<file path="src/rtl/serial_subtractor.sv">
// Bit-serial WIDTH-bit subtractor: D = A - B - Bin, one bit per clock, start/busy/done handshake.
// Optional macro SERIAL_SUBTRACTOR_ADD_EN adds an `add` port selecting A + B + Bin instead.
module serial_subtractor #(
    parameter int WIDTH = 8
) (
    input  logic             clk,
    input  logic             rst,
    input  logic             start,
    input  logic [WIDTH-1:0] A,
    input  logic [WIDTH-1:0] B,
    input  logic             Bin,
`ifdef SERIAL_SUBTRACTOR_ADD_EN
    input  logic             add,
`endif
    output logic [WIDTH-1:0] D,
    output logic             Bout,
    output logic             V,
    output logic [WIDTH:0]   Result,
    output logic             busy,
    output logic             done
);
    localparam int CW = $clog2(WIDTH) + 1;
    localparam logic [CW-1:0] LAST_BIT = CW'(WIDTH - 1);

    typedef enum logic [1:0] {
        S_IDLE  = 2'd0,
        S_SHIFT = 2'd1,
        S_DONE  = 2'd2
    } state_t;

    state_t           r_state;
    state_t           w_state_next;
    logic [WIDTH-1:0] r_a;
    logic [WIDTH-1:0] r_b;
    logic [WIDTH-1:0] r_acc;
    logic [CW-1:0]    r_cnt;
    logic             r_br;
    logic             r_a_msb;
    logic             r_b_msb;
    logic             r_add;
    logic [WIDTH-1:0] r_d;
    logic             r_bout;
    logic             r_v;

    logic             w_add_in;
    logic             w_load;
    logic             w_last;
    logic             w_bit_a;
    logic             w_bit_b;
    logic             w_d;
    logic             w_br_next;
    logic             w_v;
    logic [WIDTH-1:0] w_acc_next;

`ifdef SERIAL_SUBTRACTOR_ADD_EN
    assign w_add_in = add;
`else
    assign w_add_in = 1'b0;
`endif

    // A new operation is accepted from IDLE, and also from DONE for back-to-back use.
    assign w_load  = start && (r_state == S_IDLE || r_state == S_DONE);
    assign w_last  = (r_state == S_SHIFT) && (r_cnt == LAST_BIT);
    assign w_bit_a = r_a[0];
    assign w_bit_b = r_b[0];
    assign w_d     = w_bit_a ^ w_bit_b ^ r_br;

    // r_br holds borrow in subtract mode and carry in add mode.
    assign w_br_next = r_add ? ((w_bit_a & w_bit_b) | (r_br & (w_bit_a ^ w_bit_b)))
                             : ((~w_bit_a & w_bit_b) | (~(w_bit_a ^ w_bit_b) & r_br));

    // w_d is the final MSB of the difference on the completion edge.
    assign w_v = r_add ? (~(r_a_msb ^ r_b_msb) & (r_a_msb ^ w_d))
                       : ((r_a_msb ^ r_b_msb) & (r_a_msb ^ w_d));

    assign w_acc_next = {w_d, r_acc[WIDTH-1:1]};

    always_ff @(posedge clk or posedge rst) begin
        if (rst) begin
            r_state <= S_IDLE;
        end else begin
            r_state <= w_state_next;
        end
    end

    always_comb begin
        w_state_next = r_state;
        case (r_state)
            S_IDLE:  if (start) w_state_next = S_SHIFT;
            S_SHIFT: if (w_last) w_state_next = S_DONE;
            S_DONE:  w_state_next = start ? S_SHIFT : S_IDLE;
            default: w_state_next = S_IDLE;
        endcase
    end

    always_comb begin
        busy = 1'b0;
        done = 1'b0;
        case (r_state)
            S_SHIFT: busy = 1'b1;
            S_DONE:  done = 1'b1;
            default: ;
        endcase
    end

    always_ff @(posedge clk or posedge rst) begin
        if (rst) begin
            r_a     <= '0;
            r_b     <= '0;
            r_acc   <= '0;
            r_cnt   <= '0;
            r_br    <= 1'b0;
            r_a_msb <= 1'b0;
            r_b_msb <= 1'b0;
            r_add   <= 1'b0;
        end else if (w_load) begin
            r_a     <= A;
            r_b     <= B;
            r_acc   <= '0;
            r_cnt   <= '0;
            r_br    <= Bin;
            r_a_msb <= A[WIDTH-1];
            r_b_msb <= B[WIDTH-1];
            r_add   <= w_add_in;
        end else if (r_state == S_SHIFT) begin
            r_a   <= r_a >> 1;
            r_b   <= r_b >> 1;
            r_acc <= w_acc_next;
            r_cnt <= r_cnt + 1'b1;
            r_br  <= w_br_next;
        end
    end

    // Visible results change only on the completion edge.
    always_ff @(posedge clk or posedge rst) begin
        if (rst) begin
            r_d    <= '0;
            r_bout <= 1'b0;
            r_v    <= 1'b0;
        end else if (w_last) begin
            r_d    <= w_acc_next;
            r_bout <= w_br_next;
            r_v    <= w_v;
        end
    end

    assign D      = r_d;
    assign Bout   = r_bout;
    assign V      = r_v;
    assign Result = {r_bout, r_d};

endmodule
</file>
<file path="config.mk">
export PLATFORM = sky130hd
export DESIGN_NAME = serial_subtractor
export DESIGN_NICKNAME = d
export VERILOG_FILES = /design/src/rtl/serial_subtractor.sv
export SDC_FILE = /design/constraint.sdc
export NUM_CORES = 1
export LEC_CHECK = 0
export BUFFER_PORTS_ARGS = -buffer_cell sky130_fd_sc_hd__buf_2
export CAP_MARGIN = 20
export CORE_MARGIN = 4
export CORE_UTILIZATION = 25
export CTS_CLUSTER_SIZE = 16
export DETAILED_ROUTE_END_ITERATION = 10
export GPL_ROUTABILITY_DRIVEN = 0
export PLACE_DENSITY = 0.44
export SKIP_LAST_GASP = 1
export SYNTH_ARGS = -nofsm -noshare
export SYNTH_HDL_FRONTEND = slang
export SYNTH_SLANG_ARGS = --single-unit
</file>
<file path="constraint.sdc">
create_clock -name clk -period 1.4 [get_ports clk]
set_input_delay 0.07 -clock clk [delete_from_list [all_inputs] [get_ports clk]]
set_output_delay 0.07 -clock clk [all_outputs]
set_load 0.03 [all_outputs]
</file>
==> summary by stage <==
Placement
Detailed placement ended at an HPWL of 2780 microns. OpenSTA, run right after detailed placement, puts the worst setup slack at -0.153 ns. After detailed placement, the design holds a cell count of 300. In this run the tool buffered the top-level ports with 40 buffer cells.

Flow run
The total of max-cap violations is 0.

Yosys
The number of distinct library cell variants in the gate-level netlist after synthesis is 29. The per-instance average area after synthesis is 11.5 sq um. The number of nets in the synthesized netlist is 180.

The Yosys step of the flow raised 0 warnings. The most instantiated flip-flop cell in the synthesis netlist is sky130_fd_sc_hd__dfrtp_1. By area the synthesized netlist is led by sky130_fd_sc_hd__dfrtp_1 58%, sky130_fd_sc_hd__mux2_2 5.6%, sky130_fd_sc_hd__a22oi_1 4.9%. The share of the synthesized area in the top cell type is 57.7%. Ranked by instance count, the synthesized netlist is headed by 42 x sky130_fd_sc_hd__dfrtp_1, 24 x sky130_fd_sc_hd__nand2_1, 12 x sky130_fd_sc_hd__a22oi_1, 12 x sky130_fd_sc_hd__nand3_1. The synthesized design contains 42 register bits. The number of synthesized flops with an enable pin is 0. In the synthesized netlist the async set-or-reset flop fraction comes to 100%.

The cell type with the highest aggregate area in the netlist is sky130_fd_sc_hd__dfrtp_1. Summing the sequential cell areas from Yosys gives 57.7% of the chip area. The synthesized instance count is 158. Summing every instance area after synthesis gives 0.00182 sq mm. The most common cell in the synthesized netlist is sky130_fd_sc_hd__dfrtp_1.

Final layout
The antenna diode instance count is 0. Of the cells placed in the final design, the portion with a size suffix greater than 1 is 42.1%. The final instance count without filler cells is 331. Relative to the synthesized area, the layout overhead comes to 42.7%.

The layout has 712 filler cells. The final layout contains 256 nets.

Clock network
The number of buffers inserted during clock tree synthesis is 5. The latest clock arrival within the worst-skew pair is 0.29 ns. The tree built by TritonCTS fans out to 42 sinks. The clock tree buffer depth is 2. The H-tree generated during clock tree synthesis spans 2 levels. The post-CTS clock slew at the launch and capture registers of the worst setup and hold paths is 0.08 ns. The root buffer cell is sky130_fd_sc_hd__clkbuf_8. TritonCTS built the clock tree.

Global route
The remaining global-route overflow is 0. Entering global routing, the biggest net connects 43 pins. The number of global-route vias before repair was 1391. The first global-routing pass estimated 6870 microns of wire. The overall fraction of global-route tracks in use is 10.0%. The initial antenna violation count came to 0.

Worst setup path
On the critical path the largest part of the delay comes from adder cells. For the worst flop-to-flop path, the logic depth is 4. The worst setup path is captured at a flip-flop.

The worst path buffer plus inverter count is 0. Along the worst path, the maximum fanout reaches 3. The largest individual stage delay along the critical path comes from the cell sky130_fd_sc_hd__fa_1. Traced cell by cell, the critical path runs through fa_1, nand2b_1, o22ai_1, mux2_4. The largest single stage delay on the critical path is 0.58 ns. The required time of the critical path is 1.58 ns.

The depth of the critical timing path with buffers and inverters included is 4. The critical path data arrival time is 1.71 ns. The category of the most critical setup path is reg2reg.

STA classifies the critical path startpoint as a flip-flop.

STA
The worst relative slew slack is 81.1%. The actual slew at the worst max-slew pin is 0.283 ns. In the post-route analysis, the smallest setup slack over all paths is -0.123 ns. The routed design could run at a clock period as short as 1.52 ns. After layout, the worst path uses 109% of the clock period. The number of pins with negative max-slew slack in the final report is 0. Setup violations remaining at the end of the flow were counted as 11. Setup repair after global routing could not meet its margin everywhere. Across the routed clock network, the largest skew measured is 0.00637 ns. The maximum clock rate is 0.657 GHz. The number of endpoints with negative hold slack in the final report is 0.

Routing
The total number of vias is 1383. The number of remaining DRC errors is 0. Using the TritonRoute via totals, the vias-per-cell ratio works out to 4.18.

Summed over all layers, the routed wires come to 4090 microns. Before antenna repair, the detailed router went through 4 iterations. The starting DRC count in detailed routing is 65.

The routed length per placed instance is 12.4 microns. In this run the remaining antenna-violating nets after routing total 0.

Outcome
The run finished, with violations left. The final reports fail on negative setup slack.

Floorplan
The die width is 93.4 microns. The placeable core region is 0.00694 sq mm. The number of placement rows is 30. The overall die height is 93.4 microns. The floorplan die area is 0.00872 sq mm. The starting density of the core is 26.3%. The number of placed I/O pins is 41.

Min path
The worst hold path passes through 3 cells. The path class of the tightest hold or removal check is in2reg.

Power and ir drop
In this run the power density over the cells is 2280 mW/mm^2. The leakage power is 1.30 nW. The post-layout total power is 5.94 mW. VDD sags by at most 0.000868 V.
[cells by family after synthesis]
| kind of cell | count (synthesis) | share of synthesized area (%) |
|---|---|---|
| mux | 11 | 6.66 |
| flops | 42 | 57.7 |
| buf+inv | 24 | 8.17 |
| fa+ha+maj | 2 | 1.78 |
| xor+xnor | 2 | 0.961 |
| compound gates | 27 | 11.8 |
| simple gates | 50 | 13.0 |
[area by class of cell]
cell class,instances,area (sq um),area share [%]
clock buffers,6,82.6,3.17
inverters,5,18.8,0.722
well taps,96,120,4.62
multi-input cells,92,657,25.3
flip-flops and latches,42,1050,40.5
repair buffers,88,658,25.3
clock inverters,2,12.5,0.481
[worst register-to-register path, stage by stage (launching register included)]
cell and delay (ns):
sky130_fd_sc_hd__dfrtp_1 0.40, sky130_fd_sc_hd__fa_1 0.58, sky130_fd_sc_hd__nand2b_1 0.11, sky130_fd_sc_hd__o22ai_1 0.07
sky130_fd_sc_hd__mux2_4 0.26
[cell usage in the layout (no fill, tap or decap), drive strengths merged]
cell type and instances:
o22ai 1, and2b 1, nand3b 1, mux2 9, xnor2 1, fa 1, nand2b 3, a221o 2
nand3 12, dlygate4sd3 14, a22oi 12, xor2 1, mux2i 2, o21ai 1, clkbuf 6, ha 1
nor2 5, nor2b 1, clkinv 1, nand2 24, nand4 1, clkinvlp 1, a22o 10, a31oi 1
inv 5, nor3 2, dfrtp 42, buf 74
[power breakdown]
group          total (mW)  switching (mW)  leakage (nW)  internal, mW
combinational        3.04            1.55         0.720          1.49
sequential           2.09           0.341         0.532          1.75
clock               0.813           0.417        0.0472         0.396
[flip-flops by register name (all words and copies together), names as in the netlist]
| signal | cells |
|---|---|
| r_b_msb | 1 |
| r_a_msb | 1 |
| r_b | 8 |
| Bout | 1 |
| r_br | 1 |
| r_cnt | 4 |
| V | 1 |
| r_acc | 7 |
| r_a | 8 |
| D | 8 |
| r_state | 2 |
[through the flow]
step | hold WS (ns) | utilization [%] | cell area, sq um | TNS [ns]
finish | 0.0000577 | 37.5 | 2600 | -0.567
global route | 0.0143 | 37.5 | 2600 | -1.18
floorplan | 0.175 | - | 1830 | -0.0776
CTS | 0.0000255 | 36.7 | 2550 | -0.693
detailed placement | 0.150 | 32.1 | 2230 | -1.10
global placement | 0.153 | 32.1 | 2230 | -1.02
[final timing paths]
| path | from | to | slack (ns) |
|---|---|---|---|
| min in group asynchronous | rst | r_b_msb | 0.37 |
| max in group asynchronous | rst | r_state[0] | 0.81 |
| max | r_a[0] | V | -0.12 |
| min reg2reg | r_a[2] | r_a[2] | 0.50 |
| max reg2reg | r_a[0] | V | -0.12 |
| min | B[6] | r_b[6] | 0.00006 |
[what timing repair did]
item / 4_1_cts / 5_1_grt
resized for setup: 7 / 10
cloned: 1 / 0
hold buffers: 13 / 1
setup buffers: 6 / 2
setup endpoints to repair: 27 / 19
pin swaps: 2 / 0
hold endpoints to repair: 54 / 1
[layer usage]
metal	GRT usage (%)	up-vias	wire [microns]	share of wire [%]
met2	15.2	34	1850	45
met5	0	-	0	0
met4	2.56	0	26	0.64
met3	2.82	5	226	5.5
met1	14.0	653	1990	49
li1	-	691	-	-
(Power assumes the default switching activity.)
